[config.mk]
export PLATFORM = sky130hd
export DESIGN_NAME = clock_time_counter
export DESIGN_NICKNAME = d
export VERILOG_FILES = /design/src/rtl/clock_sim_pkg.sv /design/src/rtl/clock_time_counter_mod_counter.sv /design/src/rtl/clock_time_counter.sv
export SDC_FILE = /design/constraint.sdc
export NUM_CORES = 1
export LEC_CHECK = 0
export ABC_AREA = 0
export CAP_MARGIN = 20
export CORE_MARGIN = 1.5
export CORE_UTILIZATION = 35
export CTS_BUF_LIST = sky130_fd_sc_hd__clkbuf_4
export DETAILED_ROUTE_END_ITERATION = 8
export GPL_TIMING_DRIVEN = 0
export MAX_ROUTING_LAYER = met4
export PLACE_DENSITY = 0.65
export SYNTH_ARGS = -nofsm -noshare
export SYNTH_HDL_FRONTEND = slang
export SYNTH_SLANG_ARGS = --single-unit
[constraint.sdc]
create_clock -name clock -period 5.6 [get_ports clock]
set_input_delay 1.12 -clock clock [delete_from_list [all_inputs] [get_ports clock]]
set_output_delay 1.12 -clock clock [all_outputs]
set_load 0.01 [all_outputs]
[src/rtl/clock_sim_pkg.sv]
// Shared types and constants for the clock simulator time-keeping blocks.
package clock_sim_pkg;

    typedef enum logic [1:0] {
        RUN      = 2'd0,
        SET_HOUR = 2'd1,
        SET_MIN  = 2'd2
    } time_state_t;

    localparam int SEC_MAX    = 59;
    localparam int MIN_MAX    = 59;
    localparam int HOUR24_MAX = 23;
    localparam int HOUR12_MAX = 12;

    localparam int SEC_W  = 6;
    localparam int MIN_W  = 6;
    localparam int HOUR_W = 5;

endpackage

[src/rtl/clock_time_counter_mod_counter.sv]
// Wrapping modulo counter 0..MAX; wrap is the combinational carry out.
module mod_counter #(
    parameter int WIDTH = 6,
    parameter int MAX   = 59
) (
    input  logic             clock,
    input  logic             reset,
    input  logic             inc,
    output logic [WIDTH-1:0] count,
    output logic             wrap
);

    localparam logic [WIDTH-1:0] MAX_V = WIDTH'(MAX);

    assign wrap = inc && (count == MAX_V);

    always_ff @(posedge clock) begin
        if (reset) begin
            count <= '0;
        end else if (inc) begin
            count <= wrap ? '0 : count + 1'b1;
        end
    end

endmodule

[src/rtl/clock_time_counter.sv]
// Time-of-day counter driven by the divider toggle output, with button set mode.
// Define CLOCK_12H_EN for a 12-hour display with AM/PM flag; default is 24-hour.
module clock_time_counter
    import clock_sim_pkg::*;
#(
    parameter int EDGES_PER_SEC = 1
) (
    input  logic              clock,
    input  logic              reset,
    input  logic              tick_in,
    input  logic              mode_btn,
    input  logic              inc_btn,
    output logic [HOUR_W-1:0] hours,
    output logic [MIN_W-1:0]  minutes,
    output logic [SEC_W-1:0]  seconds,
    output logic              pm,
    output logic [1:0]        state,
    output logic              second_pulse
);

    localparam logic [7:0] EDGE_TOP = 8'(EDGES_PER_SEC - 1);

    time_state_t state_q, state_d;
    logic        tick_q;
    logic [7:0]  edge_cnt;
    logic        tick_rise, sec_strobe, in_run, field_inc;
    logic        sec_inc, sec_wrap, sec_clear, min_inc, min_wrap, hour_inc;

    assign tick_rise  = tick_in & ~tick_q;
    assign sec_strobe = tick_rise && (edge_cnt == EDGE_TOP);
    assign in_run     = (state_q == RUN);
    // A mode press wins over a simultaneous increment press.
    assign field_inc  = inc_btn & ~mode_btn;
    assign sec_inc    = in_run & sec_strobe;
    assign sec_clear  = (state_q == SET_MIN) & mode_btn;
    assign min_inc    = in_run ? sec_wrap : ((state_q == SET_MIN) & field_inc);
    assign hour_inc   = in_run ? min_wrap : ((state_q == SET_HOUR) & field_inc);

    // tick_q resets high to match the divider so no false edge follows reset.
    always_ff @(posedge clock) begin
        if (reset) begin
            tick_q   <= 1'b1;
            edge_cnt <= 8'd0;
        end else begin
            tick_q <= tick_in;
            if (!in_run) begin
                edge_cnt <= 8'd0;
            end else if (tick_rise) begin
                edge_cnt <= sec_strobe ? 8'd0 : edge_cnt + 8'd1;
            end
        end
    end

    always_ff @(posedge clock) begin
        if (reset) begin
            state_q      <= RUN;
            second_pulse <= 1'b0;
        end else begin
            state_q      <= state_d;
            second_pulse <= sec_inc;
        end
    end

    always_comb begin
        state_d = state_q;
        if (mode_btn) begin
            case (state_q)
                RUN:      state_d = SET_HOUR;
                SET_HOUR: state_d = SET_MIN;
                SET_MIN:  state_d = RUN;
                default:  state_d = RUN;
            endcase
        end
    end

    assign state = state_q;

    mod_counter #(.WIDTH(SEC_W), .MAX(SEC_MAX)) u_seconds (
        .clock (clock),
        .reset (reset | sec_clear),
        .inc   (sec_inc),
        .count (seconds),
        .wrap  (sec_wrap)
    );

    mod_counter #(.WIDTH(MIN_W), .MAX(MIN_MAX)) u_minutes (
        .clock (clock),
        .reset (reset),
        .inc   (min_inc),
        .count (minutes),
        .wrap  (min_wrap)
    );

`ifdef CLOCK_12H_EN
    localparam logic [HOUR_W-1:0] HOUR_TOP = HOUR_W'(HOUR12_MAX);
    localparam logic [HOUR_W-1:0] HOUR_PRE = HOUR_W'(HOUR12_MAX - 1);

    // 11 -> 12 flips AM/PM; 12 -> 1 does not.
    always_ff @(posedge clock) begin
        if (reset) begin
            hours <= HOUR_TOP;
            pm    <= 1'b0;
        end else if (hour_inc) begin
            hours <= (hours == HOUR_TOP) ? HOUR_W'(1) : hours + 1'b1;
            if (hours == HOUR_PRE) begin
                pm <= ~pm;
            end
        end
    end
`else
    localparam logic [HOUR_W-1:0] HOUR_TOP = HOUR_W'(HOUR24_MAX);

    always_ff @(posedge clock) begin
        if (reset) begin
            hours <= '0;
        end else if (hour_inc) begin
            hours <= (hours == HOUR_TOP) ? '0 : hours + 1'b1;
        end
    end

    assign pm = 1'b0;
`endif

endmodule
======== Yosys cells after proc, flatten, opt, wreduce, memory -nomap -nowiden ========
Cells that the tools add are included.
cells by class
  bitwise operators ....................... 10
  add/subtract/negate cells ............... 4
  muxes and demuxes ....................... 7
  reduce and logical (&&, ||, !) cells .... 6
  equality and inequality tests ........... 5
operators with widths
  cell                 number
  $add 6x1->6 const B  2
  $eq 6x6->1 const B   2
  $mux 6               2
  $add 8x1->8 const B  1
  $logic_not 8->1      1
  $mux 8               1
  $and 1x1->1          6
  $add 5x1->5 const B  1
  $eq 5x5->1 const B   1
  $mux 5               1
  $pmux 2 s2           1
  $logic_and 1x1->1    3
  $not 1->1            3
  $eq 2x1->1 const B   1
  $eq 2x2->1 const B   1
  $logic_not 2->1      1
  $mux 1               2
  $reduce_or 2->1      1
  $or 1x1->1           1
word-level totals
  bits in registers ....................... 29
  logic and storage cells ................. 39
  output and inout port bits .............. 21
  bits of input ports ..................... 5

======== Depth between registers and ports, before layout ========
  depth in word-level cells ............... 8
  depth in mapped cells ................... 6
  depth with buffers taken out ............ 6

======== Modules after synthesis ========
Synthesis repeated with hierarchy kept, for this count alone.
unflattened totals
  cells, all modules ...................... 164
  area total of the unflattened synthesis .. 1453.9 µm²
modules (own cells, without submodules)
  module              cells an instance  instances  area each (µm²)  seq. area each (µm²)
  clock_time_counter  106                1          925.9            340.3
  mod_counter         29                 2          264.0            120.1

======== Worst setup path before layout ========
No wires, ideal clock.
  path type ............................... input -> register
  start ................................... input tick_in
  end ..................................... register hours[2]
  stages on the path ...................... 5
  required time ........................... 5.479 ns
  path buffers ............................ 1
  arrival ................................. 2.314 ns
  library setup time ...................... 0.121 ns
  slack ................................... 3.165 ns
  cells stage by stage .................... nor2b_1 buf_2 nand4_1 o21ai_0 mux2_2
between the ends
  word-level cells in the longest chain between the ends .. 7
RTL lines
  what                    line                                  text
  start: declaration      clock_time_counter.sv:10              input logic tick_in,
  $and 1x1->1             clock_time_counter.sv:29              assign tick_rise = tick_in & ~tick_q;
  $logic_and 1x1->1       clock_time_counter.sv:30              assign sec_strobe = tick_rise && (edge_cnt == EDGE_TOP);
  $and 1x1->1             clock_time_counter.sv:34              assign sec_inc = in_run & sec_strobe;
  $logic_and 1x1->1       clock_time_counter_mod_counter.sv:15  assign wrap = inc && (count == MAX_V);
  $mux 1                  clock_time_counter.sv:36              assign min_inc = in_run ? sec_wrap : ((state_q == SET_MIN) & field_inc);
  $logic_and 1x1->1       clock_time_counter_mod_counter.sv:15
  $mux 1                  clock_time_counter.sv:37              assign hour_inc = in_run ? min_wrap : ((state_q == SET_HOUR) & field_inc);
  end signal: assignment  clock_time_counter.sv:117             hours <= (hours == HOUR_TOP) ? '0 : hours + 1'b1;
  end: declaration        clock_time_counter.sv:13              output logic [HOUR_W-1:0] hours,
No other way between the ends.
A chain may end at the register's enable or synchronous reset.

======== Worst setup path in the final report ========
Same ends and word-level chain as after synthesis.

==> summary.txt <==
Setup path
  • Crit Path Class: in2reg
  • CP max stage delay: 0.49 ns
  • Crit path DAT: 3.08 ns
  • R2R cell count: 5
  • Worst path cell trace: clkdlybuf4s50_1 -> nor2b_1 -> buf_2 -> nand4_1 -> o21ai_0 -> mux2_2
  • CP top delay family: buffers and inverters
  • Worst path bufs/invs: 2
  • Reg2reg setup slack: 3.39 ns
  • CP Launch Type: input port
  • Slowest CP cell: clkdlybuf4s50_1
  • Req. time, crit path: between 5 and 6 ns
  • CP Capture Type: flip-flop
  • Crit path max fanout: 10
  • Crit Reg-Reg Startpoint: u_seconds.count[0]$_SDFFE_PP0P_
  • FF-to-FF End: hours[2]$_SDFFE_PP0P_
  • CP Depth: 6

Clock network
  • Skew-Pair Late Insertion Delay: between 0.3 and 0.4 ns
  • CTS sink cnt: 29
  • Max clock buf depth: 2
  • CTS tree: built
  • Clk pin slew, worst setup/hold paths: about 0.1 ns
  • Resized cells post-CTS: 0
  • Total CTS buffers: 5
  • H-tree depth: 2
  • Clock root cell: clkbuf_4
  • Post-CTS Hold Buffers: 0
  • Post-CTS Setup Inserts: 0

GRT
  • Met3 usage: 0.0494
  • First-pass GRT wire length: between 5000 and 6000 um
  • GRT busiest layer: met2
  • Gr usage total: 0.157
  • Initial antenna violation count: 0
  • Largest net degree at the start of global routing: 11
  • Met1 Use GR: 0.207
  • Met2 Usage GRT: 0.230
  • Vias in the first global route: between 1000 and 1500
  • Grt total ovfl: 0

Cells and area
  • Design area: ~0.0019 mm2
  • Area grow syn2layout: 22.8%
  • Most common cell after layout, fill and taps aside: dfxtp_1
  • Share of cells above drive strength 1: 0.0972
  • Most frequent cells in the layout: dfxtp_1, clkdlybuf4s50_1, nand2_1
  • Final net count: ~230
  • Diode count: 0
  • Cell Count, Final, Fillers Out: ~270

Pwr
  • Total power of the final layout: roughly 0.00036 W
  • Pwr per Cell Area: about 190 mW/mm2
  • LEAKAGE: roughly 0.70 nW
  • Peak supply drop: 0.000114 V

STA
  • TNS Setup: 0 ns
  • Final period utilization: 0.507
  • Setup-failing EPs final: 0
  • Clk_skew: between 0.01 and 0.015 ns
  • Actual slew at the worst max-slew pin: ~0.77 ns
  • Final period demand of the worst path: approximately 2.8 ns
  • Final Slew Violations: 0
  • Fmax: approximately 350 MHz
  • Slew Limit Headroom: 0.477
  • Final hold violation count: 0
  • RSZ-0062 raised after global routing: false
  • Final WS setup: roughly 2.8 ns

Synth
  • Dominant synthesized flop cell: dfxtp_1
  • #FFs+latches synth: 29
  • Synth cell types: 45
  • Seq/Total Area, Yosys: 0.372
  • Synth Warn #: 0
  • Synthesized Nets: 194
  • Syn Std Cell Area: ~0.0016 mm2
  • Post-synth EDFFs: 0
  • Avg Inst Size Synth: about 8.5 um2
  • Ys async rst share: 0
  • Cells after Synth: ~180

Run status
  • Outcome: finished clean

Route
  • Final wirelength: around 3400 um
  • # DRC: 0
  • Routed vias/inst: 5.25
  • TritonRoute pass-1 iters: 4
  • WL per Instance: approximately 13 um
  • Iter 0 DRT Violations: 93
  • Post-DRT Antenna Nets: 0
  • Vias post-DR: ~1400

Min path
  • Hold crit path type: reg2reg
  • Worst Hold End: hours[4]$_SDFFE_PP0P_
  • Hold path cells: 2
  • Min-delay src: hours[4]$_SDFFE_PP0P_

Floorplanning
  • Die height: approximately 70 um
  • Rows: 24
  • Effective utilization at floorplan: 0.361
  • Core Area: between 0.004 and 0.005 mm2
  • Die Wd: 69.7 um
  • # IOs: 26
  • Die Area: between 0.004 and 0.005 mm2

Placement
  • Dpl hpwl: 2450 um
  • DP Area: about 0.0019 mm2
  • Placed cell count: 260
  • Port bufs: 24
  • Placement Setup Slack: ~2.4 ns
  • GPL Wtd Cong: a little over 0.8

Job
  • Max_cap viols: 0
through the flow:
step           hold slack, ns  utilization
6_report                0.489        0.443
4_1_cts                 0.495        0.443
3_3_place_gp            0.475        0.431
2_1_floorplan           0.498            -
3_5_place_dp            0.481        0.431
5_1_grt                 0.522        0.443
power breakdown:
group	switching, W	internal [W]
clock	0.0000748	0.0000452
sequential	0.00000359	0.000209
combinational	0.0000177	0.0000139
final cells by class:
| cell class | count | area [um2] |
|---|---|---|
| clock inverters | 3 | 12.5 |
| plain buffers | 6 | 27.5 |
| well taps | 52 | 65.1 |
| clock buffers | 5 | 37.5 |
| multi-input cells | 142 | 925 |
| inverters | 7 | 26.3 |
| fillers | 479 | 2410 |
| flip-flops and latches | 29 | 581 |
| repair buffers | 24 | 240 |
logic make-up after synthesis:
kind of cell | count (synthesis) | synth area share
adder cells (fa/ha/maj) | 5 | 0.0401
other | 1 | 0.00241
buffers and inverters | 13 | 0.0345
AND/OR/NAND/NOR | 89 | 0.332
flip-flops | 29 | 0.372
multiplexers | 6 | 0.0393
AO/OA/AOI/OAI | 33 | 0.134
XOR/XNOR | 8 | 0.0449
worst min-delay path, stage by stage, from the launching register on:
cell,delay [ns]
dfxtp_1,0.34
nand2_1,0.06
mux2i_1,0.05
synthesized netlist by cell type (2+ instances only):
library cell  number  area share
and4b_1            2       0.013
a21oi_1           10       0.032
nand2b_1           3       0.012
and2_1             4       0.016
nand3_1            9       0.029
xor2_1             8       0.045
nor2_1            18       0.043
nand2_1           20       0.048
inv_1              7       0.017
nor2b_1            2      0.0080
dfxtp_1           29        0.37
and3_1             5       0.020
ha_1               5       0.040
or3_1              2      0.0080
o21ai_0            8       0.026
a31oi_1            3       0.012
clkbuf_1           4      0.0096
o2111ai_1          2       0.011
o311ai_0           2       0.011
o31ai_1            2      0.0096
mux2i_1            5       0.032
nand4_1           10       0.040
or2_2              2      0.0080
how the worst max path moves through the flow:
stage	from	endpoint	slack (ns)
after floorplan	tick_in	hours[2]$_SDFFE_PP0P_	3.17
after global placement	tick_in	hours[2]$_SDFFE_PP0P_	2.41
after detailed placement	tick_in	hours[2]$_SDFFE_PP0P_	2.40
after CTS	tick_in	hours[2]$_SDFFE_PP0P_	2.76
after global routing	tick_in	hours[2]$_SDFFE_PP0P_	2.65
final	tick_in	hours[2]$_SDFFE_PP0P_	2.76
registers in the layout, summed over array words and instances (netlist names):
signal / cells
u_seconds.count: 6
state: 2
u_minutes.count: 6
hours: 5
edge_cnt: 8
tick_q: 1
second_pulse: 1
layer usage:
metal  wire (um)  share of wire  vias to the layer above
li1            -              -                      726
met1        1730           0.50                      642
met2        1490           0.43                       31
met3         167          0.049                        8
met4          48          0.014                        0
met5           0              0                        -
Note: power is estimated with default switching activity, not from simulation.
